$ cat config.mk
export PLATFORM = sky130hd
export DESIGN_NAME = control_sequencer
export DESIGN_NICKNAME = d
export VERILOG_FILES = /design/src/rtl/control_sequencer.sv
export SDC_FILE = /design/constraint.sdc
export NUM_CORES = 1
export LEC_CHECK = 0
export BUFFER_PORTS_ARGS = -buffer_cell sky130_fd_sc_hd__buf_4
export CAP_MARGIN = 25
export CORE_MARGIN = 4
export CORE_UTILIZATION = 44
export CTS_BUF_LIST = sky130_fd_sc_hd__clkbuf_16
export CTS_CLUSTER_DIAMETER = 80
export CTS_CLUSTER_SIZE = 28
export DETAILED_ROUTE_END_ITERATION = 7
export PLACE_DENSITY = 0.81
export SLEW_MARGIN = 20
export SYNTH_ARGS = -nofsm -noshare
export SYNTH_HDL_FRONTEND = slang
export SYNTH_SLANG_ARGS = --single-unit
$ cat constraint.sdc
create_clock -name clk -period 2.9 [get_ports clk]
set_clock_uncertainty 0.15 [all_clocks]
set_input_delay 0 -clock clk [delete_from_list [all_inputs] [get_ports clk]]
set_output_delay 0 -clock clk [all_outputs]
set_load 0.03 [all_outputs]
$ cat src/rtl/control_sequencer.sv
// Multi-cycle control unit: holds IR, walks fetch/execute T-states, drives datapath strobes.
// Moore outputs from the state register; only PCin/ZLowOut in branch T6 depend on con_ff.
module control_sequencer #(
  parameter logic [31:0] PC_RESET = 32'h0,
  parameter logic [4:0]  ADD_OP   = 5'b00011
) (
  input  logic        clk,
  input  logic        clr,
  input  logic [31:0] bus_in,
  input  logic        con_ff,
  input  logic        stop,
  output logic [15:0] Rin_vec,
  output logic [15:0] Rout_vec,
  output logic [31:0] C_sext,
  output logic [4:0]  alu_op,
  output logic        PCout,
  output logic        PCin,
  output logic        incPC,
  output logic        MARin,
  output logic        MDRin,
  output logic        MDRout,
  output logic        Read,
  output logic        Write,
  output logic        Yin,
  output logic        Zin,
  output logic        ZLowOut,
  output logic        ZHighOut,
  output logic        HIin,
  output logic        LOin,
  output logic        Cout,
  output logic        CONin,
  output logic        run,
  output logic [31:0] ir_q
);

  typedef enum logic [3:0] {RESET_S, T0, T1, T2, T3, T4, T5, T6, T7, HALT} state_t;
  typedef enum logic [3:0] {C_ALUR, C_ALUI, C_LDI, C_LD, C_ST, C_MULDIV, C_BR, C_HALT, C_NOP} cls_t;

  state_t      state_q, state_d;
  logic [31:0] ir_d;
  cls_t        cls;
  logic        gra, grb, grc, rin, rout, baout, last;
  logic [3:0]  field;

  // PC clear lives in the datapath; the reset vector is kept for reference only.
  logic [31:0] unused_pc_reset;
  assign unused_pc_reset = PC_RESET;

  function automatic cls_t classify(input logic [4:0] op);
    case (op) inside
      [5'd3:5'd10]:  classify = C_ALUR;
      [5'd11:5'd13]: classify = C_ALUI;
      5'd0:          classify = C_LD;
      5'd1:          classify = C_LDI;
      5'd2:          classify = C_ST;
      5'd14, 5'd15:  classify = C_MULDIV;
      5'd18:         classify = C_BR;
      5'd26:         classify = C_HALT;
      default:       classify = C_NOP;
    endcase
  endfunction

  always_ff @(posedge clk) begin
    if (clr) begin
      state_q <= RESET_S;
      ir_q    <= '0;
    end else begin
      state_q <= state_d;
      ir_q    <= ir_d;
    end
  end

  always_comb begin
    state_d = state_q;
    ir_d    = ir_q;
    {PCout, PCin, incPC, MARin, MDRin, MDRout, Read, Write} = '0;
    {Yin, Zin, ZLowOut, ZHighOut, HIin, LOin, Cout, CONin}  = '0;
    alu_op = '0;
    run    = 1'b0;
    {gra, grb, grc, rin, rout, baout} = '0;
    last   = 1'b0;
    cls    = classify(ir_q[31:27]);
    case (state_q)
      RESET_S: state_d = T0;
      T0: begin
        run = 1'b1; PCout = 1'b1; MARin = 1'b1; incPC = 1'b1;
        state_d = T1;
      end
      T1: begin
        run = 1'b1; Read = 1'b1; MDRin = 1'b1;
        state_d = T2;
      end
      T2: begin
        // IR is still the old word here, so branch on the opcode being loaded.
        run = 1'b1; MDRout = 1'b1;
        ir_d = bus_in;
        case (classify(bus_in[31:27]))
          C_HALT:  state_d = HALT;
          C_NOP:   last = 1'b1;
          default: state_d = T3;
        endcase
      end
      T3: begin
        run = 1'b1;
        state_d = T4;
        case (cls)
          C_ALUR, C_ALUI:   begin grb = 1'b1; rout = 1'b1; Yin = 1'b1; end
          C_LDI, C_LD, C_ST: begin grb = 1'b1; baout = 1'b1; Yin = 1'b1; end
          C_MULDIV:         begin gra = 1'b1; rout = 1'b1; Yin = 1'b1; end
          C_BR:             begin gra = 1'b1; rout = 1'b1; CONin = 1'b1; end
          default: ;
        endcase
      end
      T4: begin
        run = 1'b1;
        state_d = T5;
        case (cls)
          C_ALUR:            begin grc = 1'b1; rout = 1'b1; Zin = 1'b1; alu_op = ir_q[31:27]; end
          C_ALUI:            begin Cout = 1'b1; Zin = 1'b1; alu_op = ir_q[31:27]; end
          C_LDI, C_LD, C_ST: begin Cout = 1'b1; Zin = 1'b1; alu_op = ADD_OP; end
          C_MULDIV:          begin grb = 1'b1; rout = 1'b1; Zin = 1'b1; alu_op = ir_q[31:27]; end
          C_BR:              begin PCout = 1'b1; Yin = 1'b1; end
          default: ;
        endcase
      end
      T5: begin
        run = 1'b1;
        state_d = T6;
        case (cls)
          C_ALUR, C_ALUI, C_LDI: begin ZLowOut = 1'b1; gra = 1'b1; rin = 1'b1; last = 1'b1; end
          C_LD, C_ST:            begin ZLowOut = 1'b1; MARin = 1'b1; end
          C_MULDIV:              begin ZLowOut = 1'b1; LOin = 1'b1; end
          C_BR:                  begin Cout = 1'b1; Zin = 1'b1; alu_op = ADD_OP; end
          default: ;
        endcase
      end
      T6: begin
        run = 1'b1;
        state_d = T7;
        case (cls)
          C_LD:     begin Read = 1'b1; MDRin = 1'b1; end
          C_ST:     begin gra = 1'b1; rout = 1'b1; MDRin = 1'b1; end
          C_MULDIV: begin ZHighOut = 1'b1; HIin = 1'b1; last = 1'b1; end
          C_BR: begin
            ZLowOut = con_ff; PCin = con_ff; last = 1'b1;
          end
          default: ;
        endcase
      end
      T7: begin
        run  = 1'b1;
        last = 1'b1;
        case (cls)
          C_LD:    begin MDRout = 1'b1; gra = 1'b1; rin = 1'b1; end
          C_ST:    Write = 1'b1;
          default: ;
        endcase
      end
      HALT:    state_d = HALT;
      default: state_d = RESET_S;
    endcase
    if (last) state_d = stop ? HALT : T0;
  end

  // BAout reads register 0 as a literal zero, so base-less addressing works.
  always_comb begin
    field = 4'd0;
    if (gra)      field = ir_q[26:23];
    else if (grb) field = ir_q[22:19];
    else if (grc) field = ir_q[18:15];
    Rin_vec  = rin ? (16'd1 << field) : 16'd0;
    Rout_vec = (rout || (baout && field != 4'd0)) ? (16'd1 << field) : 16'd0;
  end

  assign C_sext = {{13{ir_q[18]}}, ir_q[18:0]};

endmodule

==> key figures, run 1 <==
Layout
  • Nets: between 500 and 600
  • Final design utilization: 78.74%
  • Ant diodes: 0
  • Area added between synthesis and finish: 72.47%
  • Layout cells sized above 1: between 30% and 40%
  • Non-Filler Instances: 620

Power
  • Peak supply drop: between 400 and 500 µV
  • PD cells: 360.9 nW/µm²
  • Leak pwr: around 2 nW

Yosys
  • Simple-gate share of the synthesized area: a little under two fifths
  • XOR/XNOR Fraction of Synth Area: less than 1%
  • Mux cell area share after synthesis: less than 1%
  • Ys flop type: dfxtp_1
  • Post-synthesis sequential area ratio: between 20 and 30%
  • Asr flop ratio synth: 0%
  • Synth Instances: about 370
  • Synthesized-area fraction occupied by adder cells: 0%
  • Synthesized area: between 2000 and 3000 µm²
  • Yosys reg bits: 36
  • Synth Warn #: 0
  • Avg Synthesized Cell Area: roughly 7 µm²
  • Syn Nets: around 410
  • Post-synth cell types: 53
  • Largest family of logic cells by synthesized area: simple AND/OR/NAND/NOR gates
  • Cell taking the most area after synthesis: dfxtp_1
  • Complex-gate fraction of the synthesized area: between 10% and 20%
  • Top cells by area, synth: dfxtp_1 (28%), nand2_1 (12%), buf_4 (10%), a21oi_1 (7.5%), nor2_1 (5.0%)
  • Yosys top cell area share: approximately 28%
  • Post-synth EDFFs: 0

Floorplanning
  • Die area: roughly 7100 µm²
  • I/O pins: 154
  • Core footprint: about 5600 µm²
  • FP Rows: 27
  • Initial Util: between 40% and 50%
  • Die H: approximately 84 µm
  • Die W: between 80 and 90 µm

Critical path
  • CP Data Arrival Time: 2700 ps
  • Worst reg2reg path startpoint: state_q[0]
  • CP startpoint kind: flip-flop
  • CP Class: flip-flop to primary output
  • Crit-path max FO: 8
  • Worst r2r dst: state_q[3]
  • FF-to-FF setup slack: approximately 230 ps
  • Worst reg2reg path depth: 9
  • CP required: about 2800 ps
  • Crit. End Element: primary output

Detailed routing
  • Post-route antenna net violation count: 0
  • DRT Wirelength: 10510 µm
  • Drt initial violations: roughly 270
  • Wirelength per Cell: ~17 µm
  • DRT Pass-1 Iters: 5
  • Routed vias: approximately 3400
  • Drt via density: 5.481
  • # DRC: 0

Timing
  • Fin worst setup slack: ~54 ps
  • Max Fclk: approximately 350 MHz
  • Max-slew violations: 0
  • Crit path time final: 2846 ps
  • Setup violations, final: 0
  • Final period util: slightly below 100%
  • Hold Fails Final Rpt: 1
  • Fin Hold WS: -8.281 ps
  • Worst slew pin tran: 620.8 ps
  • Slew headroom: between 50% and 60%

Global route
  • Global Route met2 Usage: a little over half
  • GR Util met1: 32.28%
  • Met3 Usage GRT: ~3.7%
  • Grt ovf: 0
  • Vias in the first global route: ~3400
  • GRT Util Overall: between 20 and 30%
  • Initial antenna violation count: 0
  • Pin count of the biggest net entering global routing: 37
  • Layer with the highest usage: met2
  • Global-route wire length before repair: between 15000 and 20000 µm

Clocking
  • Sink Count: 36
  • Clock Latency Late Sink: around 280 ps
  • Clk buf depth: 2
  • TritonCTS clock tree: yes
  • CTS Buf Count: 5
  • Number of H-tree levels: 2
  • Clk slew on worst S/H paths: roughly 60 ps
  • Root Buffer: clkbuf_16

Placed design
  • Cells after DPL: between 500 and 600
  • DP HPWL: between 6000 and 7000 µm
  • Place WS: between 200 and 250 ps
  • Port Buf Inserts: ~150
  • RePlAce Congestion: between 0.8 and 0.9

Hold path
  • Worst Hold Launch: clr
  • Hold depth: 2
  • Hold WC Path Type: input pin to flip-flop
  • Worst hold endpoint: ir_q[19]

Flow run
  • Max-cap violations: 0

Run status
  • Status: finished, violations left
  • Violated checks: negative hold slack
## flip-flops by register name, summed over array words and instances (netlist names)
| register | count |
|---|---|
| state_q | 4 |
| ir_q | 32 |
## cell usage in the layout, fill, tap and decap left out, types with 4 or more instances in the layout
master and instances:
dlygate4sd3_1 61, dfxtp_1 31, nor3_1 10, nor2_1 34, and2_1 10, or3_1 5
nor2b_1 13, a21oi_1 37, buf_4 167, nor3_2 4, o21ai_0 11, nand2_1 79
nand3_1 7, clkbuf_16 5
## what timing repair did
action / CTS / global route
endpoints found under the setup margin: 18 / 32
gates cloned: 0 / 0
gates resized for setup: 4 / 14
endpoints found under the hold margin: 33 / 0
buffers inserted: 1 / 0
pin swaps: 1 / 2
hold buffers: 61 / 0
## metal layers
metal	up-vias	part of all wire [%]
li1	1598	-
met3	36	7.5
met5	-	0
met4	0	3.1
met2	186	53
met1	1578	37
## synth_stat cells (2+ instances only)
| master | number |
|---|---|
| nand2_1 | 79 |
| a21oi_1 | 38 |
| dfxtp_1 | 36 |
| buf_4 | 34 |
| nor2_1 | 34 |
| clkbuf_1 | 18 |
| nor2b_1 | 13 |
| nor3_1 | 13 |
| o21ai_0 | 11 |
| and2_1 | 10 |
| nand3_1 | 7 |
| or3_1 | 5 |
| a211oi_1 | 3 |
| a31oi_1 | 3 |
| and3_1 | 3 |
| inv_1 | 3 |
| nand2b_1 | 3 |
| nand3b_1 | 3 |
| nor3b_1 | 3 |
| nor4_1 | 3 |
| o211ai_1 | 3 |
| o21a_1 | 3 |
| a2111oi_0 | 2 |
| a222oi_1 | 2 |
| a22o_1 | 2 |
| and4b_1 | 2 |
| buf_1 | 2 |
| buf_2 | 2 |
| nand4_1 | 2 |
| nor4b_1 | 2 |
| o21bai_1 | 2 |
| xnor2_1 | 2 |
## kinds of logic after synthesis
kind of cell | Yosys count
simple gates | 191
compound gates | 78
buf+inv | 60
flops | 36
xor+xnor | 2
mux | 1
other cells | 1
## worst max path at each step
stage,start,to,slack [ps],depth (start not counted)
finish,state_q[0],Rout_vec[12],50,8
global route,ir_q[29],Rout_vec[4],-7,7
CTS,ir_q[31],Rin_vec[10],-10,8
detailed placement,ir_q[31],Rout_vec[9],210,8
global placement,ir_q[31],Rout_vec[9],290,8
floorplan,ir_q[27],Rout_vec[0],80,7
## stage by stage
step	setup TNS (ps)	total power [W]	cell area [µm²]	hold WS, ps
2_1_floorplan	0	0.0007703	2552	-14.03
3_3_place_gp	0	0.0008987	3542	98.19
3_5_place_dp	0	0.0009014	3542	105.8
4_1_cts	-17.04	0.001557	4339	1.840
5_1_grt	-7.121	0.001630	4389	22.76
6_report	0	0.001584	4389	-8.281
## final cells by class
class	count	area, µm²
Clock buffer	5	125.1
Clock inverter	3	42.54
Fill cell	368	1185
Inverter	3	11.26
Multi-Input combinational cell	273	1524
Sequential cell	36	732.0
Tap cell	72	90.09
Timing Repair Buffer	228	1864
## worst max-delay path, cell delays in order, from the launching register on
cell      delay [ps]
dfxtp_1          310
or4b_4           560
or4_4            480
nand4_4          170
a222oi_1          90
buf_4            180
or2_4            270
nor3_2           170
buf_4            180
## report_power, final
part	internal [W]	switching [W]	total [W]
combinational	0.000183	0.000246	0.000429
sequential	0.000514	0.0000263	0.000540
clock	0.000404	0.000212	0.000615
total	0.00110	0.000484	0.00158
Power figures use the tool's default switching activity.
==> inputs of run 2 (changes only) <==
Settings changed: BUFFER_PORTS_ARGS -buffer_cell sky130_fd_sc_hd__buf_4 to -buffer_cell sky130_fd_sc_hd__clkbuf_2.
==> key figures, run 2 (synthesis results as in run 1) <==
Run status
  • Status: finished clean (was finished, violations left)

Critical path
  • Worst r2r dst: state_q[0] (was state_q[3])
  • CP Cell Sequence: or4b_4 > or4_4 > nand4_4 > a222oi_1 > or2_4 > nor3_2 > clkbuf_4 (was or4b_4 > or4_4 > nand4_4 > a222oi_1 > buf_4 > or2_4 > nor3_2 > buf_4)
  • Crit. End Element: primary output (unchanged)
  • CP Launch Point: state_q[3] (was state_q[0])
  • CP required: 2750 ps (about the same)
  • CP startpoint kind: flip-flop (unchanged)
  • Worst reg2reg path depth: 8 (was 9)
  • Crit-path max FO: 8 (unchanged)
  • CP Class: flip-flop to primary output (unchanged)
  • Critical Path Sink: Rout_vec[12] (unchanged)
  • Slowest cell on crit path: or4b_4 (unchanged)
  • Slowest stage delay, CP: 500 ps (was 560 ps)
  • CP Data Arrival Time: 2630 ps (was 2700 ps)
  • Worst reg2reg path startpoint: state_q[0] (unchanged)
  • FF-to-FF setup slack: 730 ps (was 230 ps)

Detailed routing
  • Post-route antenna net violation count: 0 (unchanged)
  • Drt via density: 5.393 (was 5.481)
  • # DRC: 0 (unchanged)
  • DRT Wirelength: 8891 µm (was 10510 µm)
  • Drt initial violations: 177 (was 273)
  • Routed vias: 3187 (was 3398)
  • Wirelength per Cell: 15.04 µm (was 16.95 µm)
  • DRT Pass-1 Iters: 5 (unchanged)

Layout
  • Nets: 554 (was 583)
  • Area added between synthesis and finish: 45.82% (was 72.47%)
  • Max reg flops: 32 (unchanged)
  • Most common cell after layout, fill and taps aside: clkbuf_2 (was buf_4)
  • Ant diodes: 0 (unchanged)
  • Largest regs: ir_q: 32 flops, state_q: 4 flops (unchanged)
  • Layout cells sized above 1: 37.57% (was 36.13%)
  • Commonest cells after routing, fill and taps aside: clkbuf_2 (148), nand2_1 (79), a21oi_1 (37), nor2_1 (34) (was buf_4 (167), nand2_1 (79), dlygate4sd3_1 (61), a21oi_1 (37), nor2_1 (34))
  • Top reg by flops: ir_q (unchanged)

Global route
  • Initial antenna violation count: 0 (unchanged)
  • Pin count of the biggest net entering global routing: 37 (unchanged)
  • Vias in the first global route: 2976 (was 3390)
  • GRT Util Overall: 24.43% (was 28.70%)
  • Grt ovf: 0 (unchanged)
  • Global-route wire length before repair: 14320 µm (was 16820 µm)

Floorplanning
  • Die area: 7064 µm² (unchanged)
  • FP Rows: 27 (unchanged)
  • Initial Util: 45.66% (unchanged)
  • Die H: 84.05 µm (unchanged)
  • Core footprint: 5574 µm² (unchanged)
  • I/O pins: 154 (unchanged)
  • Die W: 84.05 µm (unchanged)

Placed design
  • Port Buf Inserts: 152 (unchanged)
  • RePlAce Congestion: 0.9046 (was 0.8993)
  • DP HPWL: 6078 µm (was 6357 µm)
  • Place WS: 160.5 ps (was 205.0 ps)

Clocking
  • Number of H-tree levels: 2 (unchanged)
  • Sink Count: 36 (unchanged)
  • Clock Latency Late Sink: 270 ps (was 280 ps)
  • Root Buffer: clkbuf_16 (unchanged)
  • CTS Buf Count: 5 (unchanged)
  • Clk buf depth: 2 (unchanged)
  • Post CTS Setup Buffer Count: 0 (was 1)
  • TritonCTS clock tree: yes (unchanged)
  • Clk slew on worst S/H paths: 50 ps (was 60 ps)

Timing
  • Hold Fails Final Rpt: 0 (was 1)
  • Fin Hold WS: 200.7 ps (was -8.281 ps)
  • Unrepaired setup endpoints after global routing: true
  • Max-slew violations: 0 (unchanged)
  • Final setup TNS: 0 ps (unchanged)
  • Setup violations, final: 0 (unchanged)
  • Slew headroom: 50.25% (was 58.03%)
  • Fin worst setup slack: 124.3 ps (was 53.81 ps)
  • Final period util: 95.71% (was 98.14%)
  • Crit path time final: 2776 ps (was 2846 ps)
  • Max Fclk: 360.3 MHz (was 351.3 MHz)
  • Worst slew pin tran: 746.2 ps (was 620.8 ps)

Power
  • Peak supply drop: 357.1 µV (was 415.3 µV)
  • PD cells: 377.4 nW/µm² (was 360.9 nW/µm²)
  • Leak pwr: 1.739 nW (was 2.037 nW)
  • Total power: 0.001401 W (was 0.001584 W)

Flow run
  • Max-cap violations: 0 (unchanged)

Hold path
  • Hold WC Path Type: input pin to primary output (was input pin to flip-flop)
==> run 2: cell types whose count changed in the layout (fill, tap and decap cells not counted), sizes merged <==
cell         before  now
buf             167   17
clkbuf            5  154
dlygate4sd3      61   33
clkinv            1    3
bufinv            1    0
clkinvlp          1    0
==> run 2: worst min path at each step <==
stage,depth (start not counted),from,slack (ps),end
2_1_floorplan,2,stop,-10,state_q[3]
3_3_place_gp,3,bus_in[13],70,ir_q[13]
3_5_place_dp,3,bus_in[9],80,ir_q[9]
4_1_cts,4,con_ff,200,PCin
5_1_grt,4,con_ff,220,PCin
6_report,4,con_ff,200,PCin
==> run 2: final cells by class <==
class                   count  area, µm²
inverters                   3      11.26
fillers                   475       1863
repair buffers            199       1204
clock inverters             3      13.76
clock buffers               5      125.1
multi-input cells         273       1540
flip-flops and latches     36      726.9
well taps                  72      90.09
==> run 2: through the flow <==
stage	utilization [%]	cells	area [µm²]
floorplan	-	369	2552
CTS	65.41	591	3646
global route	66.58	591	3711
detailed placement	56.72	550	3162
global placement	56.72	550	3162
finish	66.58	591	3711
==> run 2: routing by layer <==
metal / GRT usage (%) / share of wire [%] / up-vias
li1: - / - / 1530
met1: 27.52 / 37 / 1460
met2: 44.40 / 52 / 171
met5: 0 / 0 / -
met4: 10.23 / 2.9 / 0
met3: 4.640 / 8.4 / 26
==> run 2: critical path, delay by kind of cell (launching register included) <==
family          cells  cell delay (ps)
simple gates        5             1640
flops               1              380
buf+inv             1              210
compound gates      1              120
==> run 2: timing repair <==
action / in CTS / in global routing
hold buffers: 33 / 0
hold endpoints to repair: 33 / 0
resized for setup: 4 / 21
setup endpoints to repair: 8 / 32
pin swaps: 0 / 3
==> run 2: power breakdown <==
group          leakage (nW)  switching (W)  total [W]  internal [W]
Clock                0.0710       0.000190   0.000501      0.000311
Sequential            0.293      0.0000233   0.000538      0.000515
Combinational          1.37       0.000233   0.000361      0.000128
Total                  1.74       0.000447    0.00140      0.000954
